$ cat src/rtl/uart_host_bridge.sv
// CPU register-bus bridge to the UART parallel strobes: buffers TX/RX bytes in FIFOs,
// paces newd against donetx, keeps a sticky RX overrun flag and drives a registered interrupt.

module uart_host_bridge_fifo #(
    parameter int DEPTH = 8,
    parameter int W     = 8
) (
    input  logic         clk,
    input  logic         rst,
    input  logic         i_push,
    input  logic [W-1:0] i_din,
    input  logic         i_pop,
    output logic [W-1:0] o_head,
    output logic         o_full,
    output logic         o_empty
);
    localparam int AW = $clog2(DEPTH);
    localparam logic [AW:0] PTR_ONE = (AW+1)'(1);

    logic [W-1:0] r_mem [DEPTH];
    logic [AW:0]  r_wr_ptr;
    logic [AW:0]  r_rd_ptr;

    // Callers gate i_push/i_pop against full/empty; the extra pointer bit tells full from empty.
    always_ff @(posedge clk or negedge rst) begin
        if (!rst) begin
            r_wr_ptr <= '0;
            r_rd_ptr <= '0;
        end else begin
            if (i_push) r_wr_ptr <= r_wr_ptr + PTR_ONE;
            if (i_pop)  r_rd_ptr <= r_rd_ptr + PTR_ONE;
        end
    end

    always_ff @(posedge clk) begin
        if (i_push) r_mem[r_wr_ptr[AW-1:0]] <= i_din;
    end

    assign o_head  = r_mem[r_rd_ptr[AW-1:0]];
    assign o_empty = (r_wr_ptr == r_rd_ptr);
    assign o_full  = (r_wr_ptr[AW] != r_rd_ptr[AW]) && (r_wr_ptr[AW-1:0] == r_rd_ptr[AW-1:0]);
endmodule

module uart_host_bridge #(
    parameter int FIFO_DEPTH = 8,
    parameter int DATA_W     = 8
) (
    input  logic              clk,
    input  logic              rst,
    input  logic [1:0]        addr,
    input  logic [DATA_W-1:0] wdata,
    input  logic              we,
    input  logic              re,
    output logic [DATA_W-1:0] rdata,
    output logic              irq,
    output logic              newd,
    output logic [DATA_W-1:0] dintx,
    input  logic              donetx,
    input  logic [DATA_W-1:0] doutrx,
    input  logic              donerx,
    output logic [1:0]        o_tx_state
);
    localparam logic [1:0] ADDR_DATA   = 2'd0;
    localparam logic [1:0] ADDR_STATUS = 2'd1;
    localparam logic [1:0] ADDR_CTRL   = 2'd2;

    typedef enum logic [1:0] {
        TX_IDLE = 2'd0,
        TX_LOAD = 2'd1,
        TX_WAIT = 2'd2
    } tx_state_t;

    tx_state_t         r_tx_state;
    tx_state_t         w_tx_next;
    logic [1:0]        r_ctrl;
    logic              r_overrun;
    logic [DATA_W-1:0] r_rdata;
    logic [DATA_W-1:0] r_dintx;
    logic              r_irq;

    logic              w_tx_push;
    logic              w_tx_pop;
    logic              w_tx_full;
    logic              w_tx_empty;
    logic [DATA_W-1:0] w_tx_head;
    logic              w_rx_push;
    logic              w_rx_pop;
    logic              w_rx_full;
    logic              w_rx_empty;
    logic [DATA_W-1:0] w_rx_head;
    logic              w_tx_busy;
    logic              w_ovr_set;
    logic              w_ovr_clr;
    logic              w_irq_next;
    logic [7:0]        w_status;
    logic [DATA_W-1:0] w_rd_data;

    uart_host_bridge_fifo #(.DEPTH(FIFO_DEPTH), .W(DATA_W)) u_tx_fifo (
        .clk(clk), .rst(rst), .i_push(w_tx_push), .i_din(wdata), .i_pop(w_tx_pop),
        .o_head(w_tx_head), .o_full(w_tx_full), .o_empty(w_tx_empty)
    );

    uart_host_bridge_fifo #(.DEPTH(FIFO_DEPTH), .W(DATA_W)) u_rx_fifo (
        .clk(clk), .rst(rst), .i_push(w_rx_push), .i_din(doutrx), .i_pop(w_rx_pop),
        .o_head(w_rx_head), .o_full(w_rx_full), .o_empty(w_rx_empty)
    );

    assign w_tx_push = we && (addr == ADDR_DATA) && !w_tx_full;
    assign w_rx_pop  = re && (addr == ADDR_DATA) && !w_rx_empty;
    // A same-cycle pop frees the slot, so a full RX FIFO still takes the byte without overrun.
    assign w_rx_push = donerx && (!w_rx_full || w_rx_pop);
    assign w_ovr_set = donerx && w_rx_full && !w_rx_pop;
    assign w_ovr_clr = we && (addr == ADDR_STATUS) && wdata[4];
    assign w_tx_busy = (r_tx_state != TX_IDLE);
    assign w_status  = {2'b00, w_tx_busy, r_overrun, w_rx_full, w_rx_empty, w_tx_empty, w_tx_full};
    assign w_irq_next = (r_ctrl[0] && !w_rx_empty) || (r_ctrl[1] && w_tx_empty && !w_tx_busy) || r_overrun;

    always_comb begin
        w_rd_data = '0;
        case (addr)
            ADDR_DATA:   w_rd_data = w_rx_empty ? '0 : w_rx_head;
            ADDR_STATUS: w_rd_data = w_status;
            ADDR_CTRL:   w_rd_data = {6'b000000, r_ctrl};
            default:     w_rd_data = '0;
        endcase
    end

    always_ff @(posedge clk or negedge rst) begin
        if (!rst) r_tx_state <= TX_IDLE;
        else      r_tx_state <= w_tx_next;
    end

    // LOAD always follows IDLE with a non-empty FIFO, so its pop never underflows.
    always_comb begin
        w_tx_next = r_tx_state;
        w_tx_pop  = 1'b0;
        newd      = 1'b0;
        case (r_tx_state)
            TX_IDLE: if (!w_tx_empty) w_tx_next = TX_LOAD;
            TX_LOAD: begin
                newd      = 1'b1;
                w_tx_pop  = 1'b1;
                w_tx_next = TX_WAIT;
            end
            TX_WAIT: if (donetx) w_tx_next = TX_IDLE;
            default: w_tx_next = TX_IDLE;
        endcase
    end

    always_ff @(posedge clk or negedge rst) begin
        if (!rst) begin
            r_dintx   <= '0;
            r_ctrl    <= '0;
            r_overrun <= 1'b0;
            r_rdata   <= '0;
            r_irq     <= 1'b0;
        end else begin
            if (w_tx_pop) r_dintx <= w_tx_head;
            if (re) r_rdata <= w_rd_data;
            if (we && (addr == ADDR_CTRL)) r_ctrl <= wdata[1:0];
            if (w_ovr_set)      r_overrun <= 1'b1;
            else if (w_ovr_clr) r_overrun <= 1'b0;
            r_irq <= w_irq_next;
        end
    end

    assign dintx      = (r_tx_state == TX_LOAD) ? w_tx_head : r_dintx;
    assign rdata      = r_rdata;
    assign irq        = r_irq;
    assign o_tx_state = r_tx_state;
endmodule

$ cat config.mk
export PLATFORM = sky130hd
export DESIGN_NAME = uart_host_bridge
export DESIGN_NICKNAME = d
export VERILOG_FILES = /design/src/rtl/uart_host_bridge.sv
export SDC_FILE = /design/constraint.sdc
export NUM_CORES = 1
export LEC_CHECK = 0
export ABC_AREA = 0
export BUFFER_PORTS_ARGS = -buffer_cell sky130_fd_sc_hd__clkbuf_2
export CORE_AREA = 2 2 91 180
export DETAILED_ROUTE_END_ITERATION = 6
export DIE_AREA = 0 0 93 182
export HOLD_SLACK_MARGIN = 0.03
export RECOVER_POWER = 50
export SLEW_MARGIN = 20
export SYNTH_ARGS = -nofsm -noshare
export SYNTH_HDL_FRONTEND = slang
export SYNTH_SLANG_ARGS = --single-unit
$ cat constraint.sdc
create_clock -name clk -period 3.8 [get_ports clk]
set_input_delay 0.38 -clock clk [delete_from_list [all_inputs] [get_ports clk]]
set_output_delay 0.38 -clock clk [all_outputs]
set_load 0.01 [all_outputs]
; ---- Yosys cells after proc, flatten, opt, wreduce, memory -nomap -nowiden
; Memories as Yosys holds them, arrays and structs flattened.
; Index checks and enable logic that the tools add are counted.
[totals]
memories = 2
in_bits = 24
mem_bits_rw = 128
register_bits = 38
wordCells = 69
mem_bits_ro = 0
latch_bits = 0
[memory_table]
columns = name, words, width, read_ports, rd_clocked_by_memory_dff, wr, line
row1 = u_rx_fifo.r_mem, 8, 8, 1, 0, 1, 20  ; logic [W-1:0] r_mem [DEPTH];
row2 = u_tx_fifo.r_mem, 8, 8, 1, 0, 1, 20
[op_classes]
eq_ne = 12
mul = 0
addsub = 4
reduce_logical = 28
shifts = 0
n_bitwise = 0
n_mux = 13
magnitude_cmp = 0
n_div = 0
[op_table]
columns = operator, n
row1 = $pmux 8 s3, 1
row2 = $add 4x1->4 const B, 4
row3 = $mux 8, 2
row4 = $logic_and 1x1->1, 15
row5 = $eq 4x4->1, 2
row6 = $mux 1, 7
row7 = $eq 3x3->1, 2
row8 = $pmux 2 s3, 1
row9 = $logic_not 1->1, 5
row10 = $eq 2x1->1 const B, 2
row11 = $eq 2x2->1 const B, 2
row12 = $logic_not 2->1, 2
row13 = $mux 2, 2
row14 = $ne 2x2->1 const B, 2
row15 = $reduce_bool 2->1, 2
row16 = $logic_or 1x1->1, 3
row17 = $ne 1x1->1, 2
row18 = $reduce_and 2->1, 1

; ---- Logic depth before layout (Yosys ltp)
; Gate-level depths: netlist of run 1.
[logic_depth]
ltp_word = 7
ltp_mapped = 6
mapped_depth_nobuf = 4

; ---- Modules after synthesis
; Synthesis of run 1 repeated with hierarchy kept, for this count alone.
[unflattened]
hier_cells = 350
area_unflattened_um2 = 6777.8
[modules_own_cells]
columns = mod, area_per_inst_um2, instances, seq_area_each_um2, cells_per_inst
row1 = uart_host_bridge_fifo, 2915.3, 2, 2122.0, 136
row2 = uart_host_bridge, 947.2, 1, 550.5, 78

; ---- Worst setup path after synthesis of run 1
; Ideal clock, no wire load.
[synth_path]
path_type = register -> register
from = reg u_tx_fifo.r_rd_ptr[0]
to = mem u_tx_fifo.r_mem[0][0] (enable)
required_ps = 3405
n_path_buf = 1
setup_time_ps = 395
t_arrival_ps = 1876
path_stages_with_launch = 6
setup_slack_ps = 1529
cell_sequence = dfrtp_1 -> buf_4 -> xnor2_1 -> nand4_1 -> nand3_1 -> nor4_1
[synth_via]
elab_chain_len = 6
[synth_rtl]
columns = item, line
row1 = from (decl), 22  ; logic [AW:0] r_rd_ptr;
row2 = from (signal assigned), 31  ; if (i_pop) r_rd_ptr <= r_rd_ptr + PTR_ONE;
row3 = $eq 3x3->1, 41  ; assign o_full = (r_wr_ptr[AW] != r_rd_ptr[AW]) && (r_wr_ptr[AW-1:0] == r_rd_ptr[AW-1:0]);
row4 = $logic_and 1x1->1, 41
row5 = $logic_not 1->1, 108  ; assign w_tx_push = we && (addr == ADDR_DATA) && !w_tx_full;
row6 = $logic_and 1x1->1, 108
row7 = $mux 1, 36  ; if (i_push) r_mem[r_wr_ptr[AW-1:0]] <= i_din;
row8 = $mux 1 (not written as such), 36
row9 = to (decl), 20
; No other way between the ends.

; ---- Worst setup path in the final report of run 1
[layout_path]
from = reg u_rx_fifo.r_rd_ptr[2]
to = mem u_rx_fifo.r_mem[0][1] (enable)
[layout_via]
elab_chain_len = 7
word_cells_on_any_way = 10
[layout_rtl]
columns = item, line
row1 = from (decl), 22
row2 = from (signal assigned), 31
row3 = $eq 4x4->1 or $eq 3x3->1 (tied branches), "40, 41"
row4 = $logic_not 1->1 or $logic_and 1x1->1 (tied branches), "109, 41"
row5 = $logic_and 1x1->1 or $logic_not 1->1 (tied branches), "109, 111"
row6 = $logic_or 1x1->1 (*), 111  ; assign w_rx_push = donerx && (!w_rx_full || w_rx_pop);
row7 = $logic_and 1x1->1 (*), 111
row8 = $mux 1 (*), 36
row9 = $mux 1 (not written as such) (*), 36
row10 = to (decl), 20
; Mark *: on every way between the ends. The rest lies on a longest branch, timed or not.

==> flow_summary_export.csv, run 1 <==
group,metric,value,unit
sta,hold_violations,0,
clock_tree,cts_buffer_depth,2,
sta,relSlewSlack,-48.9,%
die,pin_count,44,
die,rows,65,
setup_path,crit_path_start_kind,"flop",
grt,grt_overflow,0,
yosys,synthAdderAreaFrac,0.745,%
sta,period_needed,2.64,ns
routing,drcViolationCount,0,
final_layout,final_layout_size_suffix_gt1_share,21.8,%
sta,setup_viol,0,
grt,grt_pass1_vias,3492,
final_layout,num-nets-final,460,
yosys,synth_area,6720,um^2
yosys,postSynthAreaPerCell,17.9,um^2
yosys,synthDistinctLibCells,46,
yosys,yosys.area.top_type,"edfxtp_1",
die,core,15600,um^2
clock_tree,cts.htree.levels,4,
yosys,synthArstFlopShare,22.9,%
grt,grt_pass1_wl,20100,um
sta,grt_setup_unrepaired,"false",
yosys,ys.flop_type,"edfxtp_1",
grt,grt_max_degree,39,
clock_tree,post_cts_buffers,0,
run,drv_cap,1,
min_path,min_path_cells,2,
grt,antenna_found_initial,0,
power,power,5.99,mW
final_layout,antenna_cells,0,
routing,drt_wl_total,12500,um
yosys,synthesis.nets,403,
yosys,ys_warn_count,0,
setup_path,path_class,"flop to flop",
clock_tree,cts_tree,"built",
min_path,worst_hold_path_type,"input pin to flop",
routing,drt-initial-drc-count,153,
yosys,synth_edf_count,128,
routing,antenna_left,0,
yosys,yosysMostFrequentCell,"edfxtp_1",
clock_tree,cts_inserted_buffers,17,
die,die_y,182,um
yosys,synth_top_area_share,57.2,%
sta,tightest_slew,2.23,ns
yosys,yosys-top-cells-area,"edfxtp_1 57%, dfrtp_1 14%, mux4_2 7.4%",
setup_path,cp.arrival,2.66,ns
yosys,muxShareOfSynthArea,14.3,%
sta,whs,0.154,ns
die,die_area,16900,um^2
grt,grt_usage,16.2,%
clock_tree,clk_latency,0.41,ns
yosys,synth-xor-area-share,2.61,%
routing,avgViaCountPerCell,5.23,
routing,wl_per_cell,19.4,um
setup_path,cp_max_fo,19,
die,die_width,93,um
place,routabilityCongestion,0.753,
run_status,violations,"capacitance limit, slew limit",
routing,dr.pass1.iters,4,
place,io_buffers,43,
sta,slew_viol_final,39,
run_status,status,"complete, but fails checks",
sta,finClkSkew,0.0102,ns
yosys,ys_seq_elements,166,
final_layout,syn_to_final_growth,16.3,%
power,powerDensity,767,nW/um^2
setup_path,endpoint_kind,"flop",
yosys,synth_seq_area_share,71.4,%
clock_tree,clock-sinks,166,
yosys,synth-compound-area-share,3.24,%
power,p_leak,2.75,nW
yosys,synth_top_family_by_area,"multiplexers",
sta,max_clock_freq,379,MHz
yosys,syn_inst,375,
clock_tree,cts_resized,0,
clock_tree,hold_buffers,0,
place,dp_hpwl,8240,um
clock_tree,clkTransAtPathRegs,0.06,ns
routing,dr_total_vias,3376,
clock_tree,clockRootBuffer,"clkbuf_16",
die,initial_core_util,43.0,%
setup_path,worst_r2r_path_depth,4,
setup_path,worst_ep_required_time,3.83,ns
power,vdd.ir_drop.worst,0.355,mV
yosys,synth_commonest_cells,"128 x edfxtp_1, 38 x dfrtp_1, 25 x nand2_1",
sta,setup-tns-final,0,ns
yosys,synth_simple_gate_area_share,6.13,%
sta,finalCritPeriodShare,69.5,%
-- where the power goes --
part / internal (mW) / switching (mW)
Combinational: 0.778 / 0.855
Sequential: 2.28 / 0.253
Clock: 1.15 / 0.672
Total: 4.21 / 1.78
-- per-stage QoR --
stage,instance area (um^2),setup slack (ns),instances,util (%)
after floorplan,6720,1.53,375,-
after global routing,7810,1.00,646,50.0
after global placement,7200,1.21,614,46.1
final,7810,1.16,646,50.0
after detailed placement,7200,1.14,614,46.1
after CTS,7850,1.13,646,50.2
-- worst max-delay path, cell delays in order, from the launching register on --
cell and delay (ns):
dfrtp_1 0.85, xnor2_1 0.24, nand4b_2 0.24, o21ai_4 0.11, nor4_2 0.81
-- logic make-up (layout without fill, tap and decap cells) --
logic type,count (synthesis),count (layout)
XOR/XNOR,20,20
flip-flops,166,166
buffers and inverters,22,92
AND/OR/NAND/NOR,78,78
AO/OA/AOI/OAI,31,31
multiplexers,54,54
adder cells (fa/ha/maj),4,4
-- flip-flops by register name, summed over array words and instances, names as in the netlist --
register            cells
irq                     1
o_tx_state              2
r_ctrl                  2
r_dintx                 8
r_overrun               1
rdata                   8
u_rx_fifo.r_mem        64
u_rx_fifo.r_rd_ptr      4
u_rx_fifo.r_wr_ptr      4
u_tx_fifo.r_mem        64
u_tx_fifo.r_rd_ptr      4
u_tx_fifo.r_wr_ptr      4
-- per-layer routing --
| metal | wire length (um) | GRT usage (%) | up-vias | share of wire (%) |
|---|---|---|---|---|
| met5 | 0 | 0 | - | 0 |
| met4 | 169 | 6.12 | 0 | 1.3 |
| met3 | 452 | 3.65 | 12 | 3.6 |
| met2 | 6160 | 24.6 | 66 | 49 |
| met1 | 5760 | 22.9 | 1704 | 46 |
| li1 | - | - | 1594 | - |
-- cells in the final DEF, fill, tap and decap left out, drive strengths merged, types with 3 or more instances in the layout --
cell type	synthesis	layout
a21oi	3	3
a31oi	3	3
buf	14	14
bufinv	0	3
clkbuf	5	66
clkinv	0	4
dfrtp	38	38
edfxtp	128	128
ha	4	4
inv	3	4
mux2	11	11
mux2i	13	13
mux4	30	30
nand2	25	25
nand2b	7	7
nand3	6	6
nand4	5	5
nor2	13	13
nor3	9	9
o21ai	14	14
xnor2	18	18
-- cell type report --
cell class	instances	area [um^2]
fillers	1330	7800
inverters	3	11.3
repair buffers	57	288
well taps	201	251
multi-input cells	187	1820
flip-flops and latches	166	4790
clock buffers	23	510
clock inverters	9	138
-- path summary, 6_finish.rpt --
path	from	to	slack [ns]
setup / recovery	u_rx_fifo.r_rd_ptr[2]	u_rx_fifo.r_mem[0][1]	1.16
hold / removal	donetx	o_tx_state[1]	0.15
setup reg to reg	u_rx_fifo.r_rd_ptr[2]	u_rx_fifo.r_mem[0][1]	1.16
hold reg to reg	u_tx_fifo.r_wr_ptr[3]	u_tx_fifo.r_wr_ptr[3]	0.49
max in group asynchronous	rst	u_tx_fifo.r_wr_ptr[0]	1.90
min in group asynchronous	rst	rdata[3]	0.62
(Power assumes the default switching activity.)
==> inputs of run 2 (changes only) <==
==> constraint.sdc (replaced) <==
create_clock -name clk -period 2.77 [get_ports clk]
set_input_delay 0.277 -clock clk [delete_from_list [all_inputs] [get_ports clk]]
set_output_delay 0.277 -clock clk [all_outputs]
set_load 0.01 [all_outputs]
==> run 2 against run 1 <==
  * The run still ends with capacitance limit, slew limit left
  * Flip-flop and latch count is the same
  * Clock skew is 0.0020 ns lower
  * Routed wire length grew 5.8%
  * Sequential power up 36%
  * Register-to-register slack worse by 0.73 ns
  * Final area is 0.61% lower
  * Critical path type is now flop to output pin
  * Largest cell class unchanged
  * Highest routed layer unchanged
==> flow_summary_export.csv, run 2 (same netlist as run 1, synthesis figures left out) <==
group,metric,value,unit
run_status,status,"complete, but fails checks",
run_status,violations,"capacitance limit, slew limit",
final_layout,antenna_cells,0,
place,io_buffers,43,
sta,hold_violations,0,
clock_tree,cts_tree,"built",
die,die_area,16900,um^2
setup_path,cp_max_fo,20,
setup_path,path_class,"flop to output pin",
place,dp_hpwl,8820,um
run,drv_cap,1,
clock_tree,clk_latency,0.42,ns
die,rows,65,
routing,wl_per_cell,20.4,um
sta,period_needed,2.47,ns
die,core,15600,um^2
routing,dr.pass1.iters,4,
grt,antenna_found_initial,0,
final_layout,syn_to_final_growth,15.6,%
clock_tree,clock-sinks,166,
final_layout,final_layout_size_suffix_gt1_share,23.7,%
sta,tightest_slew,2.18,ns
final_layout,final_cell_mix,"128 x edfxtp_1, 38 x dfrtp_1, 25 x nand2_1, 25 x clkbuf_1, 22 x mux4_2",
setup_path,cp.arrival,2.19,ns
grt,grt_pass1_wl,21000,um
sta,max_clock_freq,405,MHz
routing,drt-initial-drc-count,214,
sta,relSlewSlack,-45.0,%
final_layout,final_cell_area,7770,um^2
routing,dr_total_vias,3483,
setup_path,crit_path_start_kind,"flop",
die,die_y,182,um
sta,whs,0.206,ns
die,pin_count,44,
final_layout,layout_commonest_cell,"edfxtp_1",
grt,grt_overflow,0,
final_layout,layout.cells.non_filler,652,
sta,finalCritPeriodShare,89.1,%
grt,grt_usage,17.2,%
clock_tree,post_cts_buffers,0,
final_layout,num-nets-final,466,
clock_tree,cts_resized,0,
grt,grt_pass1_vias,3570,
routing,drcViolationCount,0,
place,routabilityCongestion,0.807,
routing,avgViaCountPerCell,5.34,
clock_tree,cts.htree.levels,4,
min_path,worst_hold_path_type,"input pin to flop",
die,initial_core_util,43.0,%
setup_path,endpoint_kind,"output pin",
clock_tree,clockRootBuffer,"clkbuf_16",
sta,setup-tns-final,0,ns
die,die_width,93,um
place,dp_cells,619,
sta,grt_setup_unrepaired,"false",
sta,setup_viol,0,
setup_path,worst_ep_required_time,2.49,ns
routing,antenna_left,0,
grt,grt_max_degree,39,
routing,drt_wl_total,13300,um
clock_tree,cts_inserted_buffers,17,
power,p_leak,2.72,nW
power,powerDensity,1020,nW/um^2
clock_tree,cts_buffer_depth,2,
place,place_area,7240,um^2
sta,finClkSkew,0.00822,ns
sta,slew_viol_final,39,
power,vdd.ir_drop.worst,0.622,mV
clock_tree,clkTransAtPathRegs,0.06,ns
run 2: cell count changes in the layout (fill, tap and decap cells not counted), sizes merged:
cell,before,now
clkinv,4,6
bufinv,3,0
inv,4,6
dlygate4sd3,0,1
clkinvlp,1,6
buf,14,19
clkbuf,66,60
run 2: worst max-delay path: stages, from the launching register on:
cell and delay [ns]:
dfrtp_1 0.32, buf_4 0.35, mux4_2 0.56, mux2i_1 0.25, o21ai_1 0.11, clkbuf_2 0.17
run 2: stage by stage:
| step | utilization, % | power (mW) | setup slack (ns) |
|---|---|---|---|
| floorplan | - | 5.14 | 0.499 |
| global placement | 46.3 | 5.85 | 0.476 |
| detailed placement | 46.3 | 5.87 | 0.444 |
| CTS | 49.8 | 7.99 | 0.219 |
| global route | 49.7 | 8.36 | 0.123 |
| finish | 49.7 | 7.90 | 0.302 |
run 2: final cells by class:
type	instances	area [um^2]
Sequential cell	166	4790
Fill cell	1327	7850
Timing Repair Buffer	63	337
Clock inverter	15	106
Clock buffer	17	425
Inverter	3	11.3
Multi-Input combinational cell	187	1840
Tap cell	201	251
run 2: power by group:
part | total, mW | switching [mW] | internal, mW
Combinational | 2.36 | 1.27 | 1.09
Sequential | 3.43 | 0.300 | 3.13
Clock | 2.11 | 0.966 | 1.14
run 2: final timing paths:
check | cells past startpoint | to | from | slack, ns
max | 5 | dintx[1] | u_tx_fifo.r_rd_ptr[0] | 0.30
min | 1 | u_tx_fifo.r_mem[2][2] | wdata[2] | 0.21
max reg2reg | 5 | u_rx_fifo.r_mem[0][6] | u_rx_fifo.r_wr_ptr[1] | 0.43
min reg2reg | 1 | u_tx_fifo.r_wr_ptr[3] | u_tx_fifo.r_wr_ptr[3] | 0.49
max in group asynchronous | 1 | u_tx_fifo.r_wr_ptr[0] | rst | 1.03
min in group asynchronous | 1 | rdata[7] | rst | 0.49
run 2: per-layer routing:
metal | share of wire (%) | up-vias | GRT usage [%] | wire [um]
li1 | - | 1607 | - | -
met1 | 47 | 1779 | 25.8 | 6230
met2 | 47 | 93 | 24.6 | 6260
met3 | 5.3 | 4 | 3.69 | 706
met4 | 0.53 | 0 | 6.71 | 70
met5 | 0 | - | 0 | 0
run 2: repair_timing:
| action | CTS | global route |
|---|---|---|
| hold buffers | 1 | 0 |
| endpoints found under the setup margin | 0 | 0 |
| endpoints found under the hold margin | 1 | 0 |
